`config.mk`:
```
export PLATFORM = sky130hd
export DESIGN_NAME = mem_arbiter
export DESIGN_NICKNAME = d
export VERILOG_FILES = /design/src/rtl/mem_arbiter_pkg.sv /design/src/rtl/mem_arbiter_rr.sv /design/src/rtl/mem_arbiter.sv
export SDC_FILE = /design/constraint.sdc
export NUM_CORES = 1
export LEC_CHECK = 0
export BUFFER_PORTS_ARGS = -buffer_cell sky130_fd_sc_hd__buf_2
export CAP_MARGIN = 20
export CORE_MARGIN = 2
export CORE_UTILIZATION = 40
export CTS_CLUSTER_SIZE = 40
export DETAILED_ROUTE_END_ITERATION = 16
export GPL_ROUTABILITY_DRIVEN = 0
export PLACE_DENSITY = 0.75
export SLEW_MARGIN = 0
export SYNTH_ARGS = -nofsm -noshare
export SYNTH_HDL_FRONTEND = slang
export SYNTH_SLANG_ARGS = --single-unit
```
`constraint.sdc`:
```
create_clock -name clk -period 2.4 [get_ports clk]
set_clock_uncertainty 0.05 [all_clocks]
set_input_delay 0.12 -clock clk [delete_from_list [all_inputs] [get_ports clk]]
set_output_delay 0.12 -clock clk [all_outputs]
set_load 0.03 [all_outputs]
```
`src/rtl/mem_arbiter_pkg.sv`:
```
// Shared types and constants for the I/D-cache memory arbiter.
package mem_arbiter_pkg;

  typedef enum logic [1:0] {
    IDLE       = 2'd0,
    FILL_ISSUE = 2'd1,
    FILL_DRAIN = 2'd2,
    WRITE      = 2'd3
  } state_t;

  localparam int          BLOCK_WORDS = 8;
  localparam int          MEM_LATENCY = 4;
  localparam logic [15:0] BLOCK_MASK  = 16'hFFF0;

endpackage

```
`src/rtl/mem_arbiter_rr.sv`:
```
// Two-way round-robin grant: on a tie the requester not served last wins.
module arb_rr_select (
  input  logic i_req,
  input  logic d_req,
  input  logic last_i,
  output logic grant_i,
  output logic grant_d
);

  assign grant_d = d_req & (~i_req | last_i);
  assign grant_i = i_req & (~d_req | ~last_i);

endmodule

```
`src/rtl/mem_arbiter.sv`:
```
// Arbitrates I-cache block fills and D-cache fills/word writes onto one memory port.
module mem_arbiter #(
  parameter int BLOCK_WORDS = mem_arbiter_pkg::BLOCK_WORDS,
  parameter int MEM_LATENCY = mem_arbiter_pkg::MEM_LATENCY
) (
  input  logic        clk,
  input  logic        rst_n,
  input  logic        i_req,
  input  logic [15:0] i_addr,
  input  logic        d_req,
  input  logic        d_wr,
  input  logic [15:0] d_addr,
  input  logic [15:0] d_wdata,
  output logic [15:0] fill_data,
  output logic        i_fill_we,
  output logic        d_fill_we,
  output logic [2:0]  fill_idx,
  output logic        i_done,
  output logic        d_done,
  output logic        mem_enable,
  output logic        mem_wr,
  output logic [15:0] mem_addr,
  output logic [15:0] mem_data_in,
  input  logic [15:0] mem_data_out,
  input  logic        mem_data_valid
);
  import mem_arbiter_pkg::*;

  localparam int            CW   = $clog2(BLOCK_WORDS);
  localparam logic [CW-1:0] LAST = CW'(BLOCK_WORDS - 1);

  // fill_idx is three bits wide, so the block size is pinned to eight words.
  if (BLOCK_WORDS != 8 || MEM_LATENCY < 1) begin : g_param_check
    $error("mem_arbiter: unsupported BLOCK_WORDS/MEM_LATENCY");
  end

  state_t        state, state_nx;
  logic [CW-1:0] issue_cnt, ret_cnt;
  logic          owner_d, last_i;
  logic          grant_i, grant_d;
  logic [15:0]   lat_addr, lat_wdata;
  logic [15:0]   fill_base;
  logic          ret_fire, last_ret, last_issue;

  arb_rr_select u_rr (
    .i_req   (i_req),
    .d_req   (d_req),
    .last_i  (last_i),
    .grant_i (grant_i),
    .grant_d (grant_d)
  );

  assign fill_base  = lat_addr & BLOCK_MASK;
  assign ret_fire   = mem_data_valid && (state == FILL_ISSUE || state == FILL_DRAIN);
  assign last_ret   = ret_fire && (ret_cnt == LAST);
  assign last_issue = (issue_cnt == LAST);

  always_ff @(posedge clk) begin
    if (!rst_n) begin
      state     <= IDLE;
      issue_cnt <= '0;
      ret_cnt   <= '0;
      owner_d   <= 1'b0;
      last_i    <= 1'b1;
    end else begin
      state <= state_nx;
      if (state == IDLE) begin
        issue_cnt <= '0;
        ret_cnt   <= '0;
        if (grant_i || grant_d) begin
          owner_d <= grant_d;
          last_i  <= grant_i;
        end
      end else begin
        if (state == FILL_ISSUE) issue_cnt <= issue_cnt + 1'b1;
        if (ret_fire)            ret_cnt   <= ret_cnt + 1'b1;
      end
    end
  end

  // Address/data capture is datapath only; it is qualified by state, not reset.
  always_ff @(posedge clk) begin
    if (state == IDLE) begin
      lat_addr  <= grant_d ? d_addr : i_addr;
      lat_wdata <= d_wdata;
    end
  end

  always_comb begin
    state_nx    = state;
    mem_enable  = 1'b0;
    mem_wr      = 1'b0;
    mem_addr    = '0;
    mem_data_in = '0;
    i_done      = 1'b0;
    d_done      = 1'b0;
    fill_data   = ret_fire ? mem_data_out : '0;
    fill_idx    = ret_fire ? 3'(ret_cnt) : '0;
    i_fill_we   = ret_fire & ~owner_d;
    d_fill_we   = ret_fire & owner_d;

    case (state)
      IDLE: begin
        if (grant_d)      state_nx = d_wr ? WRITE : FILL_ISSUE;
        else if (grant_i) state_nx = FILL_ISSUE;
      end
      FILL_ISSUE: begin
        mem_enable = 1'b1;
        mem_addr   = fill_base + 16'({issue_cnt, 1'b0});
        if (last_issue) state_nx = FILL_DRAIN;
      end
      FILL_DRAIN: ;
      WRITE: begin
        mem_enable  = 1'b1;
        mem_wr      = 1'b1;
        mem_addr    = lat_addr & 16'hFFFE;
        mem_data_in = lat_wdata;
        d_done      = 1'b1;
        state_nx    = IDLE;
      end
      default: state_nx = IDLE;
    endcase

    // The final return closes the fill regardless of where issuing stands.
    if (last_ret) begin
      i_done   = ~owner_d;
      d_done   = owner_d;
      state_nx = IDLE;
    end
  end

endmodule

```
==> impl_metrics.ini <==
[critical_path]
reg2reg_to = state[0]
critical_path.max_stage_delay_ps = 490
crit_slowest_cell = ha_1
required_ps = 2230
crit_start = state[0]
crit_chain = inv_1, ha_1, nand3_1, mux2_2, buf_2
ff2ff_path_depth = 4
reg2reg_setup_slack_ps = 580
critPathArrivalTime_ps = 1940
worstSetupPathType = reg -> out
end_kind = output port
path_max_fanout = 14
r2r-start = state[0]
cp-start-kind = register

[clock_tree]
clk_pin_slew_worst_paths_ps = 70
cts_root_buf = clkbuf_8
cts_setup_buffers = 0
cts_num_sinks = 41
cts_max_level = 2
cts_buffers = 5
clockBufferDepth = 2
cts_tree = built
insertion_delay_ps = 280

[cells_and_area]
area_delta_synth_final_pct = 44.7
drive_gt1_frac = 0.481
multi_input_area_um2 = 871
nNetsFinal = 388
n_antenna_cell = 0
nFillCells = 431
regArea_um2 = 1130

[sta]
final_hold_viol_count = 0
setup-violations-final = 0
setup_tns_ps = 0
rsz0062_at_grt = no
fin_crit_sh = 0.878
fmax_mhz = 474
slew_headroom = 0.505
worst_slack_ps = 292
drv_slew = 0
worstMarginPinSlew_ps = 743
finalCriticalPeriod_ps = 2110

[grt]
grt_overflow = 0
antenna_found_initial = 0
grt_usage = 0.158
grt_max_degree = 37
grt_pass1_vias = 1549
grt_pass1_wl_mm = 6.87

[yosys]
synth_cell_types = 32
syn-num-nets = 248
syn-cell-area_um2 = 2060
syn_inst = 169
ys_seq_area_frac = 0.549
synth.avg_cell_area_um2 = 12.2
ys_ff_latch = 41
yosys_warnings = 0

[floorplanning]
row_count = 26
initial_core_util = 0.409
die_height_um = 75.8
fp.dieW_um = 75.8
io_pins = 127
core-area_um2 = 5040
dieArea_um2 = 5740

[route]
postRouteAntennaNets = 0
viasPerCell = 4.61
wl_per_cell_um = 11.8
vias = 1752
drc_errors = 0
drt_iter0_markers = 57
drtPass1Iterations = 4
drt_wl_total_mm = 4.49

[power_and_ir_drop]
report.power.total_mw = 2.80
p_leak_nw = 1.53
ir_worst_vdd_mv = 0.636
cellPowerDensity_nw_per_um2 = 938

[placed_design]
pre_cts_slack_ps = 465
place.port_buffers = 123
dp_hpwl_mm = 3.23

[hold_path]
holdPathStages = 2
hold_end = lat_addr[13]
worstHoldStart = i_addr[13]
min_path_type = in -> reg

[run_status]
status = finished, final reports clean

[job]
drv_cap = 0
[routing by layer]
layer | up-vias | wire length (um) | part of all wire | track usage
met1 | 794 | 1840 | 0.41 | 0.185
met3 | 4 | 297 | 0.066 | 0.0437
li1 | 883 | - | - | -
met2 | 71 | 2330 | 0.52 | 0.283
met5 | - | 0 | 0 | 0
met4 | 0 | 25 | 0.0056 | 0.0448
[cell families (layout without fill, tap and decap cells)]
| logic type | after synthesis | after routing | share of synthesized area |
|---|---|---|---|
| buffers and inverters | 12 | 153 | 0.0291 |
| AO/OA/AOI/OAI | 14 | 14 | 0.0486 |
| AND/OR/NAND/NOR | 72 | 72 | 0.212 |
| multiplexers | 18 | 18 | 0.0971 |
| flip-flops | 41 | 41 | 0.549 |
| adder cells (fa/ha/maj) | 9 | 9 | 0.0546 |
| XOR/XNOR | 2 | 2 | 0.00850 |
| other | 1 | 1 | 0.00182 |
[worst max-delay path, delay by kind of cell (launching register included)]
| kind | cells | cell delay, ps |
|---|---|---|
| adders and majority gates | 1 | 490 |
| DFF | 1 | 430 |
| muxes | 1 | 290 |
| buffers and inverters | 2 | 270 |
| and+or+nand+nor | 1 | 170 |
[repair_timing]
| action | 4_1_cts | 5_1_grt |
|---|---|---|
| endpoints found under the hold margin | 17 | 0 |
| hold buffers | 17 | 0 |
| endpoints found under the setup margin | 0 | 2 |
| gates resized for setup | 0 | 1 |
[power by group]
| part | total (mW) | internal, mW | switching (mW) | leakage, nW |
|---|---|---|---|---|
| sequential | 1.17 | 1.08 | 0.0832 | 0.391 |
| combinational | 1.22 | 0.416 | 0.799 | 1.09 |
| clock | 0.417 | 0.204 | 0.213 | 0.0422 |
| total | 2.80 | 1.70 | 1.10 | 1.53 |
[registers in the layout, indices dropped and copies added (netlist names)]
name       count
lat_addr      15
last_i         1
owner_d        1
issue_cnt      3
lat_wdata     16
ret_cnt        3
state          2
[final cells by class]
type | count | area share
flip-flops and latches | 41 | 0.379
multi-input cells | 116 | 0.292
repair buffers | 142 | 0.268
well taps | 70 | 0.0294
clock buffers | 7 | 0.0256
inverters | 3 | 0.00377
clock inverters | 1 | 0.00168
[worst max path at each step]
stage	depth (start not counted)	slack [ps]	end
2_1_floorplan	5	240	state[1]
3_3_place_gp	3	480	d_done
3_5_place_dp	6	470	i_done
4_1_cts	5	140	d_done
5_1_grt	6	140	i_done
6_report	5	290	d_done
[cell usage in the layout, fill, tap and decap left out, types with 2 or more instances in the layout]
master and n:
dlygate4sd3_1 17, inv_1 3, buf_4 2, mux2_2 16, and2_1 23, buf_2 123, nor2_1 5, and3_1 21
clkbuf_1 2, nand2_1 6, clkbuf_8 5, dfxtp_1 9, mux2i_1 2, a21oi_1 4, nand2b_1 2, nand3_1 3
ha_1 9, a22o_1 3, nor2b_1 8, edfxtp_1 31
[per-stage QoR]
| stage | cells | utilization | hold slack (ps) | cell area (um^2) |
|---|---|---|---|---|
| after global routing | 380 | 0.592 | 83.9 | 2980 |
| final | 380 | 0.592 | 90.0 | 2980 |
| after global placement | 355 | 0.542 | 247 | 2730 |
| after floorplan | 169 | - | 146 | 2060 |
| after detailed placement | 355 | 0.542 | 248 | 2730 |
| after CTS | 380 | 0.592 | 80.2 | 2980 |
[cell usage after synthesis]
cell type | count | area (um^2)
nand3_1 | 3 | 15.0
and3_1 | 21 | 131
xnor2_1 | 1 | 8.76
a211oi_1 | 1 | 7.51
nor2b_1 | 8 | 50.1
o31ai_1 | 1 | 7.51
mux2i_1 | 2 | 20.0
nor3b_1 | 1 | 7.51
nor2_8 | 1 | 20.0
o31a_1 | 1 | 8.76
o21a_1 | 1 | 7.51
o21ai_0 | 1 | 5.00
inv_1 | 3 | 11.3
buf_4 | 2 | 15.0
clkbuf_1 | 6 | 22.5
or4b_1 | 1 | 10.0
and2_1 | 23 | 144
mux2_2 | 16 | 180
a21oi_1 | 4 | 20.0
edfxtp_1 | 31 | 931
nand2_1 | 6 | 22.5
nor3_1 | 1 | 5.00
a32oi_1 | 1 | 8.76
nor2_1 | 5 | 18.8
conb_1 | 1 | 3.75
nand2b_1 | 2 | 12.5
a22o_1 | 3 | 26.3
dfxtp_1 | 10 | 200
xor2_1 | 1 | 8.76
buf_6 | 1 | 11.3
ha_1 | 9 | 113
a41oi_1 | 1 | 8.76
No activity file was read; power rests on OpenSTA's default activity.
